--- src/rtl/rgb_led_ctrl.sv ---
// rgb_led_ctrl
//   Colour sequencer for the three-channel RGB LED driver. Each channel gets
//   an 8-bit PWM output that feeds one RGBnPWM input. A valid/ready request
//   port takes a new target colour. The colour is applied either as a jump or
//   as a linear fade, one LSB per FADE_DIV PWM periods. The duty register
//   only changes at the end of a 256-clock period, so no PWM period ever sees
//   a partial update.
//
// Parameters
//   FADE_DIV   PWM periods per 1-LSB fade step (1..65535)
//
// Ports
//   clk        system clock
//   rst_n      asynchronous active-low reset
//   req_valid  colour request valid
//   req_ready  block can accept a request (high only in IDLE)
//   req_rgb    target duty {R[23:16], G[15:8], B[7:0]}
//   req_fade   1 = ramp to target, 0 = jump to target
//   busy       a request is being applied
//   cur_rgb    duties currently in effect, same packing as req_rgb
//   pwm        [0]=red, [1]=green, [2]=blue
//   led_en     driver enable (RGBLEDEN), registered
module rgb_led_ctrl #(
  parameter int unsigned FADE_DIV = 4
) (
  input  logic        clk,
  input  logic        rst_n,
  input  logic        req_valid,
  output logic        req_ready,
  input  logic [23:0] req_rgb,
  input  logic        req_fade,
  output logic        busy,
  output logic [23:0] cur_rgb,
  output logic [2:0]  pwm,
  output logic        led_en
);

  localparam logic [15:0] STEP_LAST = 16'(FADE_DIV - 1);

  typedef enum logic [1:0] {
    IDLE  = 2'd0,
    APPLY = 2'd1,
    FADE  = 2'd2
  } state_t;

  state_t      state;
  state_t      state_next;
  logic [7:0]  cnt;
  logic [15:0] step_ctr;
  logic [23:0] target;
  logic [23:0] stepped;   // cur_rgb moved one LSB toward target, per channel
  logic        boundary;  // this edge closes a PWM period
  logic        step_due;  // this boundary performs a fade step
  logic        transfer;

  assign boundary = (cnt == 8'hFF);
  assign step_due = (step_ctr == STEP_LAST);
  assign transfer = req_valid && req_ready;

  // Per-channel step logic and PWM compare. Channel gi uses bits
  // [gi*8 +: 8], so gi=2 is red, which drives pwm[0].
  generate
    for (genvar gi = 0; gi < 3; gi++) begin : g_chan
      logic [7:0] cur_ch;
      logic [7:0] tgt_ch;

      assign cur_ch = cur_rgb[gi*8 +: 8];
      assign tgt_ch = target[gi*8 +: 8];

      assign stepped[gi*8 +: 8] = (cur_ch < tgt_ch) ? cur_ch + 8'd1 :
                                  (cur_ch > tgt_ch) ? cur_ch - 8'd1 :
                                  cur_ch;

      assign pwm[2-gi] = (cnt < cur_ch);
    end
  endgenerate

  // State register
  always_ff @(posedge clk or negedge rst_n) begin
    if (!rst_n) begin
      state <= IDLE;
    end else begin
      state <= state_next;
    end
  end

  // Next-state logic
  always_comb begin
    state_next = state;
    case (state)
      IDLE: begin
        if (transfer) begin
          state_next = req_fade ? FADE : APPLY;
        end
      end
      APPLY: begin
        if (boundary) begin
          state_next = IDLE;
        end
      end
      FADE: begin
        // A step that lands on the target ends the fade on the same edge.
        // This also covers entering with cur_rgb already equal to target.
        if (boundary && step_due && (stepped == target)) begin
          state_next = IDLE;
        end
      end
      default: state_next = IDLE;
    endcase
  end

  // Output logic
  always_comb begin
    req_ready = (state == IDLE);
    busy      = (state != IDLE);
  end

  // Datapath: PWM counter, request capture, duty updates, LED enable.
  always_ff @(posedge clk or negedge rst_n) begin
    if (!rst_n) begin
      cnt      <= 8'd0;
      step_ctr <= 16'd0;
      cur_rgb  <= 24'd0;
      target   <= 24'd0;
      led_en   <= 1'b0;
    end else begin
      cnt    <= cnt + 8'd1;
      led_en <= (cur_rgb != 24'd0) || (state != IDLE);
      case (state)
        IDLE: begin
          if (transfer) begin
            target   <= req_rgb;
            step_ctr <= 16'd0;
          end
        end
        APPLY: begin
          if (boundary) begin
            cur_rgb <= target;
          end
        end
        FADE: begin
          if (boundary) begin
            if (step_due) begin
              step_ctr <= 16'd0;
              cur_rgb  <= stepped;
            end else begin
              step_ctr <= step_ctr + 16'd1;
            end
          end
        end
        default: ;
      endcase
    end
  end

endmodule

--- config.mk ---
export PLATFORM = sky130hd
export DESIGN_NAME = rgb_led_ctrl
export DESIGN_NICKNAME = d
export VERILOG_FILES = /design/src/rtl/rgb_led_ctrl.sv
export SDC_FILE = /design/constraint.sdc
export NUM_CORES = 1
export LEC_CHECK = 0
export ABC_AREA = 0
export CORE_ASPECT_RATIO = 1.4
export CORE_MARGIN = 10
export CORE_UTILIZATION = 40
export CTS_CLUSTER_DIAMETER = 200
export DETAILED_ROUTE_END_ITERATION = 10
export PLACE_DENSITY = 0.65
export SLEW_MARGIN = 20
export SYNTH_ARGS = -nofsm -noshare
export SYNTH_HDL_FRONTEND = slang
export SYNTH_SLANG_ARGS = --single-unit
--- constraint.sdc ---
create_clock -name clk -period 3.1 [get_ports clk]
set_input_delay 0.31 -clock clk [delete_from_list [all_inputs] [get_ports clk]]
set_output_delay 0.31 -clock clk [all_outputs]
set_load 0.01 [all_outputs]
== Word level (Yosys, flattened, before mapping) ==
Index checks and enable logic that the tools add are counted.
Storage, ports and cells
  register bits: 75
Cells by class
  add/sub/neg operators: 8
  $lt $le $gt $ge: 9
  eq/ne operators: 10
  mux-type cells: 19
  reductions and logical operators: 13
Operator list (number)
  24-bit 2-to-1 mux: 3
  8-bit less-than comparator: 6
  16-bit 2-to-1 mux: 3
  8-bit 2-to-1 mux: 6
  24-bit one-hot mux with 2 select lines: 1
  8-bit by 1-bit adder with 8-bit output, second input constant: 4
  16-bit one-hot mux with 2 select lines: 1
  24-bit equality test: 1
  8-bit greater-than comparator: 3
  24-bit nonzero test: 1
  8-bit by 1-bit subtractor with 8-bit output, second input constant: 3
  16-bit by 1-bit adder with 16-bit output, second input constant: 1
  16-bit by 2-bit equality test with 1-bit output, second input constant: 1
  8-bit equality test, second input constant: 1
  2-bit 2-to-1 mux: 4
  2-bit inequality test, second input constant: 4
  2-bit one-hot mux with 3 select lines: 1
  3-bit AND reduction: 2
  2-bit nonzero test: 3
  4-bit AND reduction: 1
  1-bit logical AND: 3
  2-bit by 1-bit equality test with 1-bit output, second input constant: 1
  2-bit equality test, second input constant: 1
  2-bit zero test: 1
  other kinds (3): 3

== Longest topological paths before layout ==
Gate-level depths: netlist of run 1.
  depth in word-level cells: 7
  gate-level depth with buffers: 12
  depth with buffers taken out: 11

== Least setup slack after synthesis of run 1 ==
Ideal clock, no wire load.
  path kind: flip-flop to flip-flop
  start: reg cur_rgb[16]
  end: reg state[1]
  arrival time: 2.752 ns
  required time: 2.979 ns
  slack: 0.227 ns
  stages on the path, launching flop included: 12
  path buffers: 0
  clock period less this slack: 2.873 ns
  cell sequence: dfrtp_1 clkinv_1 ha_1 nand4_1 o211ai_1 or4_4 a2111oi_4 or3_1 o311ai_0 nor4_1 nand4_1 a22o_1
Between the ends
  cells in the longest elaborated chain, start to end: 7
  elaborated cells between the ends (all ways): 10
  those cells by class: 2 x add/sub; 2 x order compare; 2 x eq/ne; 2 x mux; 2 x reduce/logical
Ends and longest elaborated chain
  start, declared: line 33  | output logic [23:0] cur_rgb,
  start signal, assigned: line 138  | cur_rgb <= target;
  start signal, assigned: line 145  | cur_rgb <= stepped;
  8-bit by 1-bit subtractor with 8-bit output / 8-bit greater-than comparator (equally long branches): line 71  | (cur_ch > tgt_ch) ? cur_ch - 8'd1 :
  8-bit 2-to-1 mux: line 71
  8-bit 2-to-1 mux *: line 70  | assign stepped[gi*8 +: 8] = (cur_ch < tgt_ch) ? cur_ch + 8'd1 :
  24-bit equality test *: line 104  | if (boundary && step_due && (stepped == target)) begin
  1-bit logical AND *: line 104
  2-bit inequality test (no source line) *
  3-bit AND reduction (no source line) *
  end signal, assigned: line 83  | state <= state_next;
  end, declared: line 46  | state_t state;
Every way passes the cells marked *; elsewhere a longest branch is shown, timed or not.
A chain may end at the register's enable or synchronous reset.

== Final worst setup path of run 1 ==
  start: reg cur_rgb[1]
  end: reg state[1]
The elaborated chain is that of the path after synthesis.

==> metrics.md, run 1 <==
| Metric | Value |
|---|---|
| Total Power | `0.00208 W` |
| Startpoint Class | `flop` |
| Post-Syn Area | `between 0.006 and 0.007 mm2` |
| Cells after synthesis | `743` |
| Hold crit path type | `input pin to async pin` |
| Crit. Startpoint | `cur_rgb[1]` |
| DP Area | `~0.007 mm2` |
| Layout cells sized above 1 | `between 10% and 20%` |
| Pwr dens | `278 mW/mm2` |
| Row Count | `53` |
| Status | `complete, no violations` |
| CORE AREA | `0.0150 mm2` |
| Number of vias per cell | `roughly 5.7` |
| Die area | `0.0206 mm2` |
| Via Count | `around 5,900` |
| Slew Viols, Final | `0` |
| GRT overflow | `0` |
| Launching point of the worst reg2reg path | `cur_rgb[1]` |
| CTS buffer count | `9` |
| Syn. warnings | `0` |
| Number of remaining DRC errors | `0` |
| Port bufs | `57` |
| Antenna violations before repair | `0` |
| Vias in the first global route | `5,919` |
| DIE WIDTH | `124 um` |
| Crit. End Element | `flop` |
| Sequential area share after synthesis | `30.9%` |
| Placed insts | `a little over 1,000` |
| Dpl hpwl | `14.5 mm` |
| Reg2reg setup slack | `0.16 ns` |
| Crit Path Class | `flop to flop` |
| Slew @ Worst Pin | `0.669 ns` |
| Worst reg2reg path endpoint | `state[1]` |
| Ratio of final minimum period to clock period | `a little over nine tenths` |
| WP data arrival | `3.17 ns` |
| Drt wl/cell | `18.6 um` |
| Slew headroom | `55.4%` |
| Mapped Nets | `approximately 830` |
| Max clock buf depth | `2` |
| CTS tree | `built` |
| H-tree levels | `3` |
| Area delta synth->final | `23.3%` |
| Clk_skew | `0.0102 ns` |
| Netlist cell types | `68` |
| Initial DRC Count | `499` |
| DR pass1 iterations | `5` |
| Worst VDD drop | `217 uV` |
| Root Driver | `clkbuf_16` |
| Hold Vio Cnt, Final | `0` |
| Most frequent cells in the layout | `79 x nand2_1, 74 x dfrtp_1, 68 x a21oi_1` |
| Syn_area_per_cell | `8.17 um2` |
| GRT Util Overall | `18.9%` |
| Routed wire length | `19.2 mm` |
| Max cap viols | `0` |
| Final non-filler cell total | `slightly above 1,000` |
| Leakage power | `3.31 nW` |
| # fillers | `~1,500` |
| Detail Route Antenna Nets | `0` |
| Register bit total from synthesis | `75` |
| Top-level port count | `58` |
| First-pass GRT wire length | `31.5 mm` |
| GPL Wtd Cong | `0.904` |
| Ant. Diodes | `0` |
| Worst-path maximum fanout | `7` |
| Clock period minus final worst setup slack | `a little under 3 ns` |
| Number of enable flip-flop cells after synthesis | `0` |
| Final Cell Area | `0.00748 mm2` |
| Clock Pin Slew Worst Setup and Hold Paths | `0.07 ns` |
| Reg2Reg Depth | `11` |
| Clk_lat worst skew | `0.35 ns` |
| Most used DFF post-synth | `dfrtp_1` |
| Core Util, Final | `49.9%` |
| Largest net degree at the start of global routing | `76` |
| Setup violators final | `0` |
| Critical path data required time | `3.33 ns` |
| Synth async-reset ratio | `100%` |
| RSZ-0062 raised after global routing | `true` |
| Commonest non-fill, non-tap cell in the layout | `nand2_1` |
| Maximum clock frequency | `between 300 and 400 MHz` |
| CTS sink cnt | `75` |
| Die Y | `166 um` |
| Final net count | `916` |
| Initial Util | `between 40% and 50%` |
-- cell usage after synthesis, types with 3 or more instances --
library cell,count,area share (%)
a211oi_1,5,0.62
a21o_1,13,1.6
a21oi_1,68,5.6
a22oi_1,3,0.37
a31oi_1,9,0.93
and2_1,9,0.93
and3_1,19,2.0
buf_2,5,0.41
clkbuf_1,25,1.5
dfrtp_1,75,31
ha_1,56,12
inv_1,47,2.9
mux2_2,4,0.74
mux2i_1,3,0.49
nand2_1,79,4.9
nand2b_1,10,1.0
nand3_1,25,2.1
nand4_1,16,1.6
nor2_1,33,2.0
nor2b_1,8,0.82
nor3_1,18,1.5
nor4_1,7,0.72
o211ai_1,8,0.99
o21a_1,4,0.49
o21ai_0,64,5.3
o21ai_1,8,0.66
o22ai_1,19,2.0
o31ai_1,7,0.87
or2_1,3,0.31
or3_1,6,0.62
xnor2_1,23,3.3
xor2_1,16,2.3
-- where the power goes --
part | switching (W) | internal, W
sequential | 0 | 0.000978
combinational | 0.0000254 | 0.0000339
clock | 0.000484 | 0.000556
-- sequential cells by signal, summed over array words and instances, names as in the netlist --
register and cells:
led_en 1, target 24, step_ctr 16, cnt 8
state 2, cur_rgb 24
-- layer usage --
metal | part of all wire, % | vias up | track usage, %
li1 | - | 2877 | -
met1 | 41 | 2799 | 22.7
met2 | 51 | 195 | 32.5
met3 | 4.8 | 44 | 2.93
met4 | 3.4 | 0 | 7.33
met5 | 0 | - | 0
-- worst max-delay path: stages (launching register included) --
cell and delay (ns):
dfrtp_1 0.41, buf_4 0.16, ha_1 0.31, nor2b_1 0.13
o211ai_1 0.20, a21oi_1 0.12, nor2_1 0.45, o41ai_1 0.16
nor4_1 0.22, nor4bb_2 0.33, nand4_1 0.13, a22o_1 0.21
-- layout make-up --
class,instances,area (um2),share of cell area (%)
multi-input cells,587,3910,52.2
repair buffers,111,992,13.3
inverters,48,180,2.41
well taps,192,240,3.21
clock buffers,9,225,3.01
clock inverters,7,57.6,0.769
flip-flops and latches,75,1880,25.1
-- through the flow --
step	setup slack (ns)	hold slack [ns]	setup TNS, ns
floorplan	0.227	0.0144	0
global placement	0.0805	0.475	0
global route	-0.0289	0.440	-0.0289
finish	0.161	0.420	0
detailed placement	0.0741	0.478	0
CTS	0.0269	0.181	0
-- timing repair --
| action | in CTS | in global routing |
|---|---|---|
| setup buffers | 1 | 0 |
| pin swaps | 0 | 2 |
| hold buffers | 0 | 1 |
| gates resized for setup | 5 | 9 |
| endpoints found under the setup margin | 3 | 3 |
| hold endpoints to repair | 0 | 25 |
-- how the worst max path moves through the flow --
stage | to | slack (ns)
after floorplan | state[1] | 0.23
after global placement | state[1] | 0.08
after detailed placement | state[1] | 0.07
after CTS | pwm[2] | 0.03
after global routing | state[1] | -0.03
final | state[1] | 0.16
-- kinds of logic (layout without fill, tap and decap cells) --
family                     Yosys count  count (layout)  share of synthesized area, %
AOI/OAI and AO/OA                  235             235                          23.9
adders and majority gates           56              56                          11.5
and+or+nand+nor                    250             250                          21.5
DFF                                 75              75                          30.9
muxes                                7               7                          1.24
xor gates and xnor gates            39              39                          5.63
buffers and inverters               81             175                          5.24
(Power assumes the default switching activity.)
==> run 2, diff against run 1 <==
CAP_MARGIN = 20   (was default)
PLACE_DENSITY = 0.67   (was 0.65)
clock period = 2.5 ns   (was 3.1 ns; I/O delays follow)
==> metrics.md, run 2 (same netlist as run 1, synthesis figures left out) <==
| Metric | Value |
|---|---|
| CTS sink cnt | `75` |
| Slew @ Worst Pin | `around 0.53 ns` |
| Slew Viols, Final | `0` |
| Number of remaining DRC errors | `0` |
| WP data arrival | `3.06 ns` |
| Maximum clock frequency | `356 MHz` |
| Root Driver | `clkbuf_16` |
| Critical path data required time | `between 2 and 3 ns` |
| CTS buffer count | `9` |
| Violated checks | `negative setup slack` |
| CP peak stage delay | `about 0.38 ns` |
| RSZ-0062 raised after global routing | `true` |
| Die area | `0.0206 mm2` |
| Drt wl/cell | `18.8 um` |
| Row Count | `53` |
| CP most frequent cell | `nand4_1` |
| Reg2reg setup slack | `-0.31 ns` |
| Antenna violations before repair | `0` |
| Layout cells sized above 1 | `30.6%` |
| Vias in the first global route | `about 6,400` |
| Hold Vio Cnt, Final | `0` |
| Area delta synth->final | `47.6%` |
| Largest net degree at the start of global routing | `48` |
| Clk_skew | `0.00734 ns` |
| Clock period minus final worst setup slack | `about 2.8 ns` |
| DR pass1 iterations | `5` |
| Core Util, Final | `between 50% and 60%` |
| Worst-path maximum fanout | `4` |
| Clk_lat worst skew | `0.36 ns` |
| GRT Util Overall | `20.7%` |
| GRT overflow | `0` |
| Worst hold slack | `around 0.38 ns` |
| Detail Route Antenna Nets | `0` |
| Final worst slack | `-0.311 ns` |
| H-tree levels | `3` |
| # fillers | `1,357` |
| Pwr dens | `a little over 300 mW/mm2` |
| DP Area | `0.00805 mm2` |
| Final net count | `around 1,000` |
| Dpl hpwl | `16.0 mm` |
| Number of vias per cell | `5.56` |
| CP cell instances | `ha_1, nand4_1, or2_1, buf_4, and2_1, o2111ai_2, and3_2, a211o_1, nor4_2, nand4_1, a22o_1` |
| Largest regs | `cur_rgb (24), target (24), step_ctr (16)` |
| Ant. Diodes | `0` |
| Cell family with most CP delay | `simple AND/OR/NAND/NOR gates` |
| Slew headroom | `64.5%` |
| Initial DRC Count | `between 400 and 500` |
| Die Y | `~170 um` |
| Max clock buf depth | `2` |
| Setup violators final | `4` |
| Final Cell Area | `0.00896 mm2` |
| Pre-CTS WS | `-0.309 ns` |
| Top-level port count | `58` |
| Total Power | `0.00277 W` |
| Startpoint Class | `flop` |
| CTS tree | `built` |
| CP bufs+invs | `1` |
| Clock Pin Slew Worst Setup and Hold Paths | `around 0.06 ns` |
| Worst VDD drop | `238 uV` |
| Via Count | `6,455` |
| First-pass GRT wire length | `about 34 mm` |
| GPL Wtd Cong | `0.966` |
| Max cap viols | `0` |
| Ratio of final minimum period to clock period | `112%` |
| Slowest library cell on the worst path | `dfrtp_1` |
| Crit Path Class | `flop to flop` |
| Port bufs | `57` |
| Routed wire length | `21.8 mm` |
| Initial Util | `40.5%` |
| Crit. End Element | `flop` |
| Status | `finished, violations left` |
| CORE AREA | `0.0150 mm2` |
| Leakage power | `3.95 nW` |
| Most frequent cells in the layout | `175 x buf_4, 79 x nand2_1, 65 x dfrtp_1` |
| DIE WIDTH | `124 um` |
| Commonest non-fill, non-tap cell in the layout | `buf_4` |
| Hold crit path type | `input pin to async pin` |
==> run 2: report_power, final <==
group	internal [W]	leakage, nW	total, W	switching, W
clock	0.000908	0.156	0.00149	0.000579
combinational	0.0000409	2.90	0.0000734	0.0000325
sequential	0.00121	0.897	0.00121	0
==> run 2: routing by layer <==
metal | global-route usage, % | routed length [um]
met5 | 0 | 0
met4 | 9.69 | 970
met3 | 3.81 | 1040
met2 | 35.9 | 11500
met1 | 23.3 | 8320
==> run 2: final timing paths <==
kind                         startpoint      endpoint  cells after the start
min in group clk             req_rgb[1]     target[1]                      3
max in group asynchronous         rst_n   cur_rgb[22]                      3
setup / recovery            cur_rgb[13]      state[1]                     11
setup reg to reg            cur_rgb[13]      state[1]                     11
hold reg to reg            step_ctr[15]  step_ctr[15]                      1
hold / removal                    rst_n   step_ctr[8]                      2
==> run 2: worst reg2reg max path: stages, from the launching register on <==
cell and delay (ns):
dfrtp_1 0.38, ha_1 0.33, nand4_1 0.18, or2_1 0.17
buf_4 0.15, and2_1 0.18, o2111ai_2 0.18, and3_2 0.27
a211o_1 0.29, nor4_2 0.25, nand4_1 0.13, a22o_1 0.19
==> run 2: area by class of cell <==
type / count / area, um2 / share of cell area [%]
multi-input cells: 587 / 4290 / 47.9
inverters: 48 / 198 / 2.21
flip-flops and latches: 75 / 1890 / 21.1
clock buffers: 11 / 243 / 2.71
well taps: 192 / 240 / 2.68
repair buffers: 244 / 2010 / 22.5
clock inverters: 5 / 85.1 / 0.950
==> run 2: stage by stage <==
step / setup TNS [ns] / std cells
6_report: -0.616 / 1162
5_1_grt: -1.21 / 1162
4_1_cts: -0.267 / 1148
3_5_place_dp: -0.713 / 1121
3_3_place_gp: -0.639 / 1121
2_1_floorplan: -0.109 / 743
==> run 2: what timing repair did <==
item | CTS | global route
endpoints found under the setup margin | 4 | 12
hold endpoints to repair | 32 | 0
hold buffers | 1 | 0
pin swaps | 23 | 36
resized for setup | 42 | 56
buffers inserted | 10 | 16
==> run 3, diff against run 2 <==
PLACE_DENSITY = 0.65   (was 0.67)
clock period = 3.3 ns   (was 2.5 ns; I/O delays follow)
==> metrics.md, run 3 (same netlist as run 1, synthesis figures left out) <==
| Metric | Value |
|---|---|
| Status | `finished, violations left` |
| Violated checks | `negative hold slack` |
| Crit. End Element | `output pin` |
| Crit Path Class | `flop to output pin` |
| Vias in the first global route | `5,637` |
| Pwr dens | `272 mW/mm2` |
| CTS buffer count | `9` |
| Number of remaining DRC errors | `0` |
| Setup violators final | `0` |
| GPL Wtd Cong | `around 0.94` |
| Detail Route Antenna Nets | `0` |
| Slew @ Worst Pin | `between 0.7 and 0.8 ns` |
| Number of vias per cell | `5.80` |
| DIE WIDTH | `124 um` |
| Clk_skew | `~0.012 ns` |
| Leakage power | `3.19 nW` |
| Ratio of final minimum period to clock period | `about 96%` |
| Critical path data required time | `2.97 ns` |
| Port bufs | `57` |
| Commonest non-fill, non-tap cell in the layout | `nand2_1` |
| Row Count | `53` |
| GRT Util Overall | `between 10% and 20%` |
| Top-level port count | `just under 60` |
| CORE AREA | `~0.015 mm2` |
| GRT overflow | `0` |
| H-tree levels | `3` |
| Clock period minus final worst setup slack | `3.18 ns` |
| Initial DRC Count | `372` |
| Hold Vio Cnt, Final | `2` |
| Most frequent cells in the layout | `79 x nand2_1, 70 x dfrtp_1, 68 x a21oi_1` |
| DR pass1 iterations | `5` |
| Routed wire length | `approximately 19 mm` |
| Root Driver | `clkbuf_16` |
| Die area | `slightly above 0.02 mm2` |
| Area delta synth->final | `19.7%` |
| Clk_lat worst skew | `0.36 ns` |
| Setup TNS Final | `0 ns` |
| CTS Hold Bufs | `0` |
| Core Util, Final | `48.5%` |
| Largest regs | `cur_rgb (24), target (24), step_ctr (16)` |
| Slew headroom | `49.0%` |
| Worst-path maximum fanout | `7` |
| Clock Pin Slew Worst Setup and Hold Paths | `~0.07 ns` |
| WP data arrival | `approximately 2.9 ns` |
| Die Y | `166 um` |
| CTS tree | `built` |
| RSZ-0062 raised after global routing | `false` |
| Antenna violations before repair | `0` |
| Max clock buf depth | `2` |
| Post-CTS Repair Setup Buffers | `0` |
| Worst VDD drop | `about 180 uV` |
| Startpoint Class | `flop` |
| First-pass GRT wire length | `29.7 mm` |
| Hold crit path type | `input pin to async pin` |
| Dpl hpwl | `14.0 mm` |
| Max cap viols | `0` |
| Drt wl/cell | `around 19 um` |
| Initial Util | `approximately two fifths` |
| Slew Viols, Final | `0` |
| Ant. Diodes | `0` |
| CTS sink cnt | `75` |
| Worst hold slack | `-0.00192 ns` |
| Final net count | `889` |
| Layout cells sized above 1 | `8.89%` |
| Maximum clock frequency | `314 MHz` |
| Total Power | `0.00197 W` |
| Largest net degree at the start of global routing | `between 70 and 80` |
| Via Count | `5,811` |
-- run 3: cell types whose count changed in the layout (fill, tap and decap cells not counted), moves of 8 or more --
cell,previous run,this run
buf_4,175,27
ha_1,41,56
ha_4,15,0
inv_1,33,45
a21oi_1,57,68
buf_6,11,1
a21oi_2,10,1
inv_2,10,2
-- run 3: power by group --
| group | internal (W) | leakage (nW) | total (W) | switching [W] |
|---|---|---|---|---|
| registers | 0.000919 | 0.905 | 0.000919 | 0 |
| clock network | 0.000530 | 0.141 | 0.00100 | 0.000473 |
| logic | 0.0000281 | 2.14 | 0.0000510 | 0.0000229 |
| total | 0.00148 | 3.19 | 0.00197 | 0.000496 |
-- run 3: layout make-up --
class / instances / area (um2)
tap: 192 / 240
sequential: 75 / 1880
fill: 1467 / 7720
inverter: 48 / 180
timing repair buffer: 84 / 779
clock buffer: 9 / 225
multi-input combinational: 587 / 3890
clock inverter: 7 / 65.1
-- run 3: layer usage --
layer | vias to the layer above | global-route usage [%] | share of wire (%)
met1 | 2762 | 21.3 | 41
met2 | 181 | 30.3 | 50
met4 | 0 | 9.29 | 4.1
met3 | 41 | 3.33 | 5.2
li1 | 2827 | - | -
met5 | - | 0 | 0
-- run 3: worst paths after layout --
path,from,cells past startpoint,to,slack (ns)
min in group clk,step_ctr[15],1,step_ctr[15],0.51
worst min-delay path,rst_n,1,step_ctr[8],-0.002
max in group asynchronous,rst_n,1,cur_rgb[1],2.75
worst max register to register,cur_rgb[23],10,state[1],0.15
worst max-delay path,cur_rgb[17],11,pwm[0],0.12
worst min register to register,step_ctr[15],1,step_ctr[15],0.51
-- run 3: repair_timing --
item | CTS | global route
pin swaps | 0 | 0
gates resized for setup | 2 | 9
endpoints found under the setup margin | 2 | 4
-- run 3: critical path, cell delays in order (launching register included) --
cell and delay (ns):
dfrtp_2 0.46, inv_2 0.14, ha_1 0.25, a21o_1 0.16, a21o_1 0.16, a21o_1 0.18, a21oi_1 0.18, nor2b_1 0.06
o21ai_0 0.14, nand2b_1 0.08, a21oi_1 0.14, clkdlybuf4s50_1 0.55
-- run 3: through the flow --
step / setup WS [ns] / hold slack [ns] / instances / instance area, um2
final: 0.120 / -0.00192 / 1002 / 7260
after global routing: 0.00838 / 0.0569 / 1002 / 7260
after CTS: 0.0294 / 0.181 / 1002 / 7240
after detailed placement: 0.205 / 0.492 / 986 / 6950
after global placement: 0.198 / 0.506 / 986 / 6950
after floorplan: 0.427 / 0.0344 / 743 / 6070
